$ cat src/rtl/audio_pkg.sv
// Shared constants, configuration ROM and sequencer state type
// for the WM8731 codec controller.
package audio_pkg;

    localparam int FRAME_LEN   = 1088;
    localparam int HALF_LEN    = 544;
    localparam int SLOT_LEN    = 16;
    localparam int SCL_PERIOD  = 500;
    localparam int SCL_HALF    = SCL_PERIOD / 2;
    localparam int GAP_LEN     = 500;
    localparam int CFG_WORDS   = 8;
    localparam int I2C_PERIODS = 29;

    localparam logic [7:0] DEV_ADDR = 8'h34;

    typedef enum logic [2:0] {
        IDLE,
        START,
        SEND,
        STOP,
        GAP,
        DONE
    } cfg_state_t;

    function automatic logic [15:0] cfg_word(input logic [2:0] idx);
        logic [15:0] w;
        case (idx)
            3'd0:    w = 16'h1E00;
            3'd1:    w = 16'h0C07;
            3'd2:    w = 16'h0812;
            3'd3:    w = 16'h0A00;
            3'd4:    w = 16'h0E0A;
            3'd5:    w = 16'h1023;
            3'd6:    w = 16'h0579;
            default: w = 16'h1201;
        endcase
        return w;
    endfunction

endpackage

$ cat src/rtl/i2c_writer.sv
// Two-wire write of one 24-bit transaction: START, three bytes
// each followed by an ack clock, STOP. Acks are not sampled.
module i2c_writer
    import audio_pkg::*;
(
    input  logic        clk,
    input  logic        reset,
    input  logic        start,
    input  logic [23:0] data,
    output logic        busy,
    output logic        done,
    output logic        SCLK,
    output logic        SDIN
);

    localparam logic [8:0] C_LAST = 9'(SCL_PERIOD - 1);
    localparam logic [8:0] C_HALF = 9'(SCL_HALF);
    localparam logic [8:0] C_QTR  = 9'(SCL_HALF / 2);
    localparam logic [8:0] C_3QTR = 9'(SCL_HALF + SCL_HALF / 2);
    localparam logic [4:0] P_LAST = 5'(I2C_PERIODS - 1);

    logic [8:0]  cyc;
    logic [4:0]  per;
    logic [3:0]  bpos;
    logic [23:0] shreg;

    // Period 0 is START, 1..27 carry data/ack, the last is STOP.
    always_ff @(posedge clk or posedge reset) begin
        if (reset) begin
            busy  <= 1'b0;
            done  <= 1'b0;
            SCLK  <= 1'b1;
            SDIN  <= 1'b1;
            cyc   <= '0;
            per   <= '0;
            bpos  <= '0;
            shreg <= '0;
        end else begin
            done <= 1'b0;
            if (!busy) begin
                SCLK <= 1'b1;
                SDIN <= 1'b1;
                if (start) begin
                    busy  <= 1'b1;
                    cyc   <= '0;
                    per   <= '0;
                    bpos  <= '0;
                    shreg <= data;
                end
            end else begin
                SCLK <= (per == 5'd0) || (cyc >= C_HALF);
                if (cyc == C_LAST) begin
                    cyc <= '0;
                    if (per == P_LAST) begin
                        busy <= 1'b0;
                        done <= 1'b1;
                    end else begin
                        per <= per + 5'd1;
                    end
                end else begin
                    cyc <= cyc + 9'd1;
                end
                if (per == 5'd0) begin
                    if (cyc == C_HALF)
                        SDIN <= 1'b0;
                end else if (per == P_LAST) begin
                    if (cyc == C_QTR)
                        SDIN <= 1'b0;
                    else if (cyc == C_3QTR)
                        SDIN <= 1'b1;
                end else if (cyc == C_QTR) begin
                    if (bpos == 4'd8) begin
                        SDIN <= 1'b1;
                        bpos <= '0;
                    end else begin
                        SDIN  <= shreg[23];
                        shreg <= {shreg[22:0], 1'b0};
                        bpos  <= bpos + 4'd1;
                    end
                end
            end
        end
    end

endmodule

$ cat src/rtl/audio_controller.sv
// Codec controller: configuration sequencer over I2C, clock
// dividers and a mono 24-bit I2S DAC stream.
module audio_controller
    import audio_pkg::*;
(
    input  logic        clk,
    input  logic        reset,
    input  logic        SW0,
    input  logic [23:0] mixer_output,
    output logic        SDIN,
    output logic        SCLK,
    output logic        USB_clk,
    output logic        BCLK,
    output logic        DAC_LR_CLK,
    output logic        DAC_DATA
);

    localparam logic [10:0] F_LAST = 11'(FRAME_LEN - 1);
    localparam logic [10:0] F_HALF = 11'(HALF_LEN);
    localparam logic [8:0]  G_LAST = 9'(GAP_LEN - 1);
    localparam logic [2:0]  W_LAST = 3'(CFG_WORDS - 1);

    cfg_state_t  state;
    logic [2:0]  word_idx;
    logic [8:0]  gap_cnt;
    logic        wr_start;
    logic        wr_busy;
    logic        wr_done;

    logic [10:0] fcnt;
    logic [10:0] hcnt;
    logic [5:0]  slot;
    logic        slot_bit;
    logic [23:0] sample;

    i2c_writer u_i2c (
        .clk   (clk),
        .reset (reset),
        .start (wr_start),
        .data  ({DEV_ADDR, cfg_word(word_idx)}),
        .busy  (wr_busy),
        .done  (wr_done),
        .SCLK  (SCLK),
        .SDIN  (SDIN)
    );

    always_ff @(posedge clk or posedge reset) begin
        if (reset) begin
            state    <= IDLE;
            word_idx <= '0;
            gap_cnt  <= '0;
            wr_start <= 1'b0;
        end else begin
            wr_start <= 1'b0;
            case (state)
                IDLE: state <= START;
                START: begin
                    if (!wr_busy) begin
                        wr_start <= 1'b1;
                        state    <= SEND;
                    end
                end
                SEND: begin
                    if (wr_done)
                        state <= STOP;
                end
                STOP: begin
                    gap_cnt <= '0;
                    state   <= GAP;
                end
                GAP: begin
                    if (gap_cnt == G_LAST) begin
                        if (word_idx == W_LAST) begin
                            state <= DONE;
                        end else begin
                            word_idx <= word_idx + 3'd1;
                            state    <= START;
                        end
                    end else begin
                        gap_cnt <= gap_cnt + 9'd1;
                    end
                end
                DONE: state <= DONE;
                default: state <= IDLE;
            endcase
        end
    end

    // Both half-frames carry the same slot layout.
    always_comb begin
        hcnt = (fcnt >= F_HALF) ? fcnt - F_HALF : fcnt;
        slot = 6'(hcnt / 11'(SLOT_LEN));
        slot_bit = 1'b0;
        if (slot >= 6'd1 && slot <= 6'd24)
            slot_bit = sample[5'(6'd24 - slot)];
    end

    always_ff @(posedge clk or posedge reset) begin
        if (reset) begin
            fcnt       <= '0;
            sample     <= '0;
            USB_clk    <= 1'b0;
            BCLK       <= 1'b0;
            DAC_LR_CLK <= 1'b0;
            DAC_DATA   <= 1'b0;
        end else begin
            fcnt <= (fcnt == F_LAST) ? '0 : fcnt + 11'd1;
            if (fcnt == '0)
                sample <= mixer_output;
            USB_clk    <= fcnt[1];
            BCLK       <= fcnt[3];
            DAC_LR_CLK <= (fcnt >= F_HALF);
            DAC_DATA   <= (state == DONE) && SW0 && slot_bit;
        end
    end

endmodule

$ cat config.mk
export PLATFORM = sky130hd
export DESIGN_NAME = audio_controller
export DESIGN_NICKNAME = d
export VERILOG_FILES = /design/src/rtl/audio_pkg.sv /design/src/rtl/i2c_writer.sv /design/src/rtl/audio_controller.sv
export SDC_FILE = /design/constraint.sdc
export NUM_CORES = 1
export LEC_CHECK = 0
export CORE_MARGIN = 4
export CORE_UTILIZATION = 51
export CTS_BUF_LIST = sky130_fd_sc_hd__clkbuf_4
export DETAILED_ROUTE_END_ITERATION = 16
export DONT_BUFFER_PORTS = 1
export GPL_TIMING_DRIVEN = 0
export PLACE_DENSITY = 0.69
export RECOVER_POWER = 100
export SKIP_CTS_REPAIR_TIMING = 1
export SYNTH_ARGS = -nofsm -noshare
export SYNTH_HDL_FRONTEND = slang
export SYNTH_SLANG_ARGS = --single-unit
$ cat constraint.sdc
create_clock -name clk -period 3.24 [get_ports clk]
set_input_delay 0.486 -clock clk [delete_from_list [all_inputs] [get_ports clk]]
set_output_delay 0.486 -clock clk [all_outputs]
set_load 0.05 [all_outputs]
==> qor.txt, run 1 <==
Overall Power: 2060 µW
Prevailing post-synth register cell: dfrtp_1
Min cycle time layout: 2930 ps
DRC: 0
Peak Freq: 342 MHz
Layout cell share with drive strength beyond 1: 0.128
Post-route clock skew: 12.3 ps
Sequential fraction of the synthesis area: 0.488
RSZ-0062 raised after global routing: no
Fin. max-slew vios: 0
MaxCap Viol Count: 0
Drt total wl: 9.98 mm
DR iter-0 viols: 241
Clock sink total: 101
Mean post-synth cell area: 10.6 µm²
Multi-input logic area: 2490 µm²
Post-Synth XOR/XNOR Area: 0.0321
Compound-cell area share of the yosys netlist: 0.131
Via/cell ratio: 5.62
Largest family of logic cells by synthesized area: simple AND/OR/NAND/NOR gates
Cell area after synthesis: 5190 µm²
First-pass GRT wire length: 17.3 mm
Worst Slack Setup Final: 312 ps
Hpwl dp: 7.10 mm
Synth Area in Simple Gates: 0.164
Vias in the first global route: 3639
Crit-path cells: inv_2 -> ha_2 -> nor4b_4 -> o2bb2ai_4 -> xnor2_2 -> ha_2 -> nand2_1 -> mux2_4 -> o311ai_4 -> mux2i_1 -> mux2_2 -> o22ai_2
Fill cells: 865
Peak supply drop: 0.247 mV
Detail Route Antenna Nets: 0
Root Driver: clkbuf_4
Leakage Power: 0.00235 µW
Die height: 109 µm
Slew @ Worst Pin: 1200 ps
Post-synth EDFFs: 0
Relative slew margins: 0.198
Syn Nets: 537
Final hold viol count: 0
H-tree depth: 3
Row Count: 36
Fraction of the mapped netlist area in adder cells: 0.0507
CP top delay family: multiplexers
CP Max Fanout: 7
Area growth, synth to finish: 6.39%
Grt ovf: 0
Post-route insts no fill: 639
Final worst path period share: 0.904
Initial Utilization: 0.528
Layout Nets: 550
Endpoints failing setup: 0
RePlAce Congestion: 0.832
CTS tree: done
Pwr dens: 374 nW/µm²
Die W: 109 µm
WS Path Type: reg2reg
Largest stage delay, worst path: 480 ps
CP required: 3630 ps
Longest Clk Path Bufs: 2
Largest net degree at the start of global routing: 76
CP Data Arrival Time: 3320 ps
Critical path's most frequent cell: ha_2
FF+latch count, synth: 101
Clock-pin slew on the worst setup and hold paths: 150 ps
Later-pin clock latency in the skew report: 460 ps
Diodes inserted: 0
Initial DRT Pass Iterations: 4
DR WL/cell: 15.6 µm
Crit path launch type: flop
Io pins: 33
Yosys warning count: 0
Pre-CTS setup slack: 130 ps
Cells after DPL: 623
Die area: 11800 µm²
CTS Buf Count: 9
Netlist cell types: 56
HP Class: in2reg
Seq. cell area: 2530 µm²
CP Buf/Inv Count: 1
Gate Count Post-Synth: 489
Critical path capture point type: flop
Core box area: 9820 µm²
Initial antenna violation count: 0
Status: complete, no violations
CP max stage cell: dfrtp_1
GRT Util Overall: 0.185
Final cell utilization of the core: 0.562
PortBufs: 0
Hold slack: 156 ps
Routed vias: 3590
Mux contribution to synthesized area: 0.103
Post-synth ARST share: 1.00
[where the power goes]
group | switching [µW] | internal [µW] | leakage (µW)
Sequential | 7.02 | 1280 | 0.00126
Combinational | 30.1 | 19.7 | 0.00101
Clock | 420 | 309 | 0.0000761
[flip-flops by register name, summed over array words and instances, names as in the netlist, 3 cells and up]
name         count
state            3
u_i2c.shreg     24
u_i2c.cyc        9
fcnt            11
word_idx         3
u_i2c.per        5
u_i2c.bpos       4
sample          24
gap_cnt          9
[cells in the mapped netlist, drive strengths merged (2+ instances only)]
cell | count | area share
a21oi | 19 | 0.021
a221oi | 3 | 0.0051
a22o | 10 | 0.017
a31oi | 3 | 0.0036
and2 | 3 | 0.0036
and3 | 6 | 0.0072
and4 | 2 | 0.0034
buf | 9 | 0.010
clkbuf | 12 | 0.0087
dfrtp | 99 | 0.48
dfstp | 2 | 0.010
ha | 21 | 0.051
inv | 17 | 0.012
mux2 | 27 | 0.059
mux2i | 9 | 0.017
mux4 | 6 | 0.026
nand2 | 52 | 0.038
nand2b | 8 | 0.0097
nand3 | 18 | 0.017
nand4 | 5 | 0.0060
nand4b | 2 | 0.0034
nor2 | 42 | 0.030
nor2b | 7 | 0.0084
nor3 | 5 | 0.0048
nor3b | 2 | 0.0029
nor4 | 3 | 0.0036
nor4b | 3 | 0.011
o21ai | 41 | 0.040
o22a | 3 | 0.0051
o311ai | 4 | 0.010
o31ai | 9 | 0.013
or3 | 3 | 0.0036
or4 | 4 | 0.0065
xnor2 | 8 | 0.014
xor2 | 11 | 0.019
[through the flow]
stage / cell area, µm² / TNS, ps
final: 5520 / 0
after global routing: 5520 / 0
after CTS: 5540 / 0
after detailed placement: 5380 / 0
after global placement: 5350 / -89200
after floorplan: 5190 / 0
[cells by family after synthesis]
| logic type | count (synthesis) |
|---|---|
| AO/OA/AOI/OAI | 100 |
| adder cells (fa/ha/maj) | 21 |
| multiplexers | 42 |
| AND/OR/NAND/NOR | 168 |
| XOR/XNOR | 19 |
| flip-flops | 101 |
| buffers and inverters | 38 |
[layout by cell type, fill, tap and decap left out, types with 4 or more instances in the layout]
master	synthesis	final
a21oi_1	18	19
a22o_1	10	10
and3_1	6	6
o31ai_1	9	9
nor2_1	42	42
nor3_1	5	5
clkbuf_1	12	15
xor2_1	11	11
mux2_2	26	26
o21ai_0	40	41
nand2b_1	8	8
xnor2_1	8	7
or4_1	3	4
mux2i_1	9	9
mux4_2	6	6
inv_1	17	15
nand3_1	18	18
nor2b_1	7	7
ha_1	21	19
nand2_1	51	52
clkbuf_4	0	10
nand4_1	5	5
dfrtp_1	99	99
[path summary, 6_finish.rpt]
path	start	to	slack, ps	depth (start not counted)
min reg2reg	wr_start$_DFF_PP0_	u_i2c.cyc[1]$_DFFE_PP0P_	470	1
max	fcnt[6]$_DFF_PP0_	DAC_DATA$_DFF_PP0_	310	12
min in group asynchronous	reset	sample[21]$_DFFE_PP0N_	700	2
min	mixer_output[14]	sample[14]$_DFFE_PP0N_	160	1
max in group asynchronous	reset	u_i2c.shreg[4]$_DFFE_PP0P_	930	3
max reg2reg	fcnt[6]$_DFF_PP0_	DAC_DATA$_DFF_PP0_	310	12
[per-layer routing]
metal,up-vias,share of wire,global-route usage
li1,1764,-,-
met1,1766,0.45,0.241
met2,52,0.50,0.306
met3,8,0.040,0.0533
met4,0,0.0096,0.0487
met5,-,0,0
[cell type report]
cell class                      instances  share of cell area
Buffer                                 21              0.0172
Clock buffer                            9              0.0122
Clock inverter                          6              0.0159
Inverter                               17              0.0118
Multi-Input combinational cell        350               0.451
Sequential cell                       101               0.459
Tap cell                              133              0.0302
Timing Repair Buffer                    2             0.00317
No activity file was read; power rests on OpenSTA's default activity.
==> run 2, diff against run 1 <==
DONT_BUFFER_PORTS = default   (was 1)
PLACE_DENSITY = 0.73   (was 0.69)
==> qor.txt, run 2 (synthesis gave the netlist of run 1 again) <==
MaxCap Viol Count: 1
RePlAce Congestion: 0.890
Commonest non-fill, non-tap cell in the layout: dfrtp_1
Core box area: 9820 µm²
Min cycle time layout: 3050 ps
Critical path capture point type: flop
Commonest cells after routing, fill and taps aside: 99 x dfrtp_1, 52 x nand2_1, 42 x nor2_1, 41 x o21ai_0, 26 x mux2_2
Worst Hold Endpoint: u_i2c.cyc[1]$_DFFE_PP0P_
Fill cells: 864
Clock power frac: 0.304
Clock-pin slew on the worst setup and hold paths: 150 ps
CTS Buf Count: 9
CP Max Fanout: 7
Later-pin clock latency in the skew report: 460 ps
Io pins: 33
Peak supply drop: 0.236 mV
R2r setup slk: 190 ps
Layout cell share with drive strength beyond 1: 0.126
Seq. cell area: 2530 µm²
WHS Path Cells: 1
Sw Pwr: 462 µW
Crit-path cells: inv_2 -> ha_2 -> nor4b_4 -> o2bb2ai_4 -> xnor2_1 -> ha_2 -> nand2_1 -> mux2_4 -> o311ai_4 -> mux2i_1 -> mux2_2 -> o22ai_2
Longest Clk Path Bufs: 2
Clock sink total: 101
Final hold viol count: 0
Post-route insts no fill: 671
First-pass GRT wire length: 17.5 mm
DRC: 0
GRT Util Overall: 0.187
Peak Freq: 328 MHz
DR WL/cell: 15.2 µm
WS Path Type: reg2reg
Relative slew margins: -0.0900
Internal: 1500 µW
Status: finished with violations
Final cell utilization of the core: 0.589
Via/cell ratio: 5.65
Sequential power share: 0.655
Endpoints failing setup: 0
Overall Power: 1960 µW
HP Class: reg2reg
Initial antenna violation count: 0
Initial Utilization: 0.528
Sw Ratio: 0.236
Reg2reg start: fcnt[6]$_DFF_PP0_
Die height: 109 µm
Area growth, synth to finish: 11.6%
Final worst path period share: 0.942
Detail Route Antenna Nets: 0
Hold_sp: wr_start$_DFF_PP0_
Critical path's most frequent cell: ha_2
Post-route clock skew: 17.0 ps
Hpwl dp: 7.33 mm
H-tree depth: 3
R2R cell count: 12
Diodes inserted: 0
Vias in the first global route: 3708
RSZ-0062 raised after global routing: no
Leakage Power: 0.00246 µW
Slew @ Worst Pin: 1630 ps
Cells after DPL: 655
CP required: 3630 ps
Die area: 11800 µm²
Worst reg2reg endpoint: DAC_DATA$_DFF_PP0_
Biggest regs: sample (24), u_i2c.shreg (24), fcnt (11)
Grt ovf: 0
Crit path launch type: flop
Failing checks: max-capacitance violations, max-slew violations
Fin. max-slew vios: 39
DR iter-0 viols: 249
Largest net degree at the start of global routing: 65
Initial DRT Pass Iterations: 4
CP max stage cell: dfrtp_1
PortBufs: 32
Combinational fraction of design power: 0.041
Pwr dens: 339 nW/µm²
Routed vias: 3788
Largest stage delay, worst path: 470 ps
Root Driver: clkbuf_4
Layout Nets: 581
CP Data Arrival Time: 3440 ps
Die W: 109 µm
Row Count: 36
CTS tree: done
Drt total wl: 10.2 mm
Multi-input logic area: 2480 µm²
run 2: cell type report:
cell class | count | area share
buffer | 21 | 0.0164
inverter | 17 | 0.0112
tap | 133 | 0.0288
clock buffer | 11 | 0.0143
sequential | 101 | 0.437
timing repair buffer | 33 | 0.0567
multi-input combinational | 350 | 0.429
clock inverter | 5 | 0.00649
run 2: power by group through the flow:
stage / registers [µW] / logic, µW / clock network (µW)
2_1_floorplan: 1300 / 39.9 / 0
3_3_place_gp: 1310 / 80.1 / 0
3_5_place_dp: 1310 / 86.9 / 0
4_1_cts: 1280 / 87.6 / 625
5_1_grt: 1290 / 90.3 / 671
6_report: 1280 / 80.6 / 597
run 2: critical path, delay by kind of cell (launching register included):
family / cells / cell delay, ps
mux: 3 / 750
fa+ha+maj: 2 / 550
flops: 1 / 470
compound gates: 3 / 460
simple gates: 2 / 330
xor+xnor: 1 / 240
buf+inv: 1 / 180
run 2: worst max path at each step:
stage	from	end	depth (start not counted)
6_report	fcnt[6]$_DFF_PP0_	DAC_DATA$_DFF_PP0_	12
5_1_grt	fcnt[6]$_DFF_PP0_	DAC_DATA$_DFF_PP0_	12
4_1_cts	fcnt[6]$_DFF_PP0_	DAC_DATA$_DFF_PP0_	12
3_5_place_dp	fcnt[6]$_DFF_PP0_	DAC_DATA$_DFF_PP0_	12
3_3_place_gp	reset	u_i2c.cyc[5]$_DFFE_PP0P_	2
2_1_floorplan	reset	BCLK$_DFF_PP0_	1
run 2: stage by stage:
stage	area, µm²	hold slack, ps	setup slack, ps	TNS (ps)
2_1_floorplan	5190	410	110	0
3_3_place_gp	5670	434	-1310	-129930
3_5_place_dp	5700	436	78.5	0
4_1_cts	5820	381	28.5	0
5_1_grt	5790	499	8.90	0
6_report	5790	456	189	0
run 2: routing by layer:
| metal | global-route usage | vias up | share of wire |
|---|---|---|---|
| met4 | 0.0550 | 0 | 0.013 |
| met5 | 0 | - | 0 |
| met2 | 0.312 | 66 | 0.50 |
| met1 | 0.243 | 1878 | 0.45 |
| met3 | 0.0474 | 12 | 0.039 |
| li1 | - | 1832 | - |
==> run 3, diff against run 2 <==
DONT_BUFFER_PORTS = 1   (was default)
==> qor.txt, run 3 (synthesis gave the netlist of run 1 again) <==
Hold_sp: mixer_output[10]
Clock-pin slew on the worst setup and hold paths: 170 ps
PortBufs: 0
Finished Cell Area: 5510 µm²
Relative slew margins: -0.0998
Final worst path period share: 0.943
CP required: 3610 ps
DR iter-0 viols: 243
Crit-path cells: inv_2 -> ha_1 -> nor4b_4 -> o2bb2ai_4 -> xnor2_1 -> ha_1 -> nand2_1 -> mux2_4 -> o311ai_4 -> mux2i_1 -> mux2_2 -> o22ai_2
Drt total wl: 9.95 mm
Layout Nets: 550
Setup_tns: 0 ps
Routed vias: 3660
Longest Clk Path Bufs: 2
Critical path capture point type: flop
R2R cell count: 12
Reg2reg start: fcnt[6]$_DFF_PP0_
Failing checks: max-capacitance violations, max-slew violations
H-tree depth: 3
Peak Freq: 327 MHz
Leakage Power: 0.00236 µW
Commonest cells after routing, fill and taps aside: 99 x dfrtp_1, 51 x nand2_1, 42 x nor2_1, 41 x o21ai_0, 25 x mux2_2
Status: finished with violations
Largest net degree at the start of global routing: 65
Final hold viol count: 0
Detail Route Antenna Nets: 0
Slew @ Worst Pin: 1640 ps
Row Count: 36
Die height: 109 µm
Endpoints failing setup: 0
RePlAce Congestion: 0.855
Crit path launch type: flop
DRC: 0
Die W: 109 µm
Initial antenna violation count: 0
Worst reg2reg endpoint: DAC_DATA$_DFF_PP0_
CP Data Arrival Time: 3430 ps
HP Class: in2reg
Final cell utilization of the core: 0.561
DR WL/cell: 15.5 µm
R2r setup slk: 180 ps
Min cycle time layout: 3060 ps
Hpwl dp: 7.25 mm
Die area: 11800 µm²
Clock sink total: 101
Later-pin clock latency in the skew report: 440 ps
GRT Util Overall: 0.177
Vias in the first global route: 3592
RSZ-0062 raised after global routing: no
Worst Hold Endpoint: sample[10]$_DFFE_PP0N_
Critical path's most frequent cell: ha_1
Root Driver: clkbuf_4
Overall Power: 2040 µW
Via/cell ratio: 5.72
Diodes inserted: 0
CP max stage cell: dfrtp_1
WHS Path Cells: 1
Placed cell area: 5380 µm²
Grt ovf: 0
Area growth, synth to finish: 6.27%
First-pass GRT wire length: 16.9 mm
Fin. max-slew vios: 39
Commonest non-fill, non-tap cell in the layout: dfrtp_1
Peak supply drop: 0.223 mV
CTS tree: done
Layout cell share with drive strength beyond 1: 0.132
Largest stage delay, worst path: 470 ps
CTS Buf Count: 9
CP Max Fanout: 7
WS Path Type: reg2reg
Io pins: 33
Pwr dens: 370 nW/µm²
Initial DRT Pass Iterations: 5
Biggest regs: sample (24), u_i2c.shreg (24), fcnt (11)
Core box area: 9820 µm²
Post-route clock skew: 22.7 ps
Initial Utilization: 0.528
MaxCap Viol Count: 1
==> run 3: cell types whose count changed in the layout (fill, tap and decap cells not counted), moves of 2 or more <==
cell             before  now
clkdlybuf4s50_1      25    0
inv_8                 0    3
ha_2                  2    0
dlygate4sd3_1         7    1
ha_1                 19   21
clkbuf_4             12   10
==> run 3: worst max-delay path by stage <==
stage | cells after the start | to | from
after CTS | 12 | DAC_DATA$_DFF_PP0_ | fcnt[6]$_DFF_PP0_
final | 12 | DAC_DATA$_DFF_PP0_ | fcnt[6]$_DFF_PP0_
after floorplan | 1 | BCLK$_DFF_PP0_ | reset
after global routing | 12 | DAC_DATA$_DFF_PP0_ | fcnt[6]$_DFF_PP0_
after global placement | 1 | u_i2c.shreg[0]$_DFFE_PP0P_ | reset
after detailed placement | 12 | DAC_DATA$_DFF_PP0_ | fcnt[6]$_DFF_PP0_
==> run 3: power breakdown <==
part	internal, µW	switching [µW]
registers	1280	7.28
clock network	256	450
logic	19.7	29.9
total	1550	487
==> run 3: metrics by stage <==
stage	setup slack, ps	std cells	hold slack [ps]
floorplan	110	489	410
global placement	-850	622	434
detailed placement	110	623	427
CTS	65.0	639	-82.8
global route	0.0906	640	131
finish	183	640	175
==> run 3: worst max-delay path, delay by kind of cell, from the launching register on <==
kind | cells | cell delay, ps
muxes | 3 | 750
xor gates and xnor gates | 1 | 220
DFF | 1 | 470
AOI/OAI and AO/OA | 3 | 460
buffers and inverters | 1 | 160
and+or+nand+nor | 2 | 360
adders and majority gates | 2 | 580
==> run 3: cell type report <==
type,count,area [µm²]
buffer,21,96.3
fill,860,4310
clock buffer,9,67.6
tap,133,166
clock inverter,7,88.8
multi-input combinational,350,2480
sequential,101,2530
timing repair buffer,2,17.5
inverter,17,65.1
==> run 3: routing by layer <==
| layer | up-vias | share of wire | GRT usage |
|---|---|---|---|
| met3 | 17 | 0.047 | 0.0314 |
| met5 | - | 0 | 0 |
| li1 | 1763 | - | - |
| met2 | 88 | 0.49 | 0.302 |
| met4 | 0 | 0.016 | 0.0514 |
| met1 | 1792 | 0.45 | 0.232 |
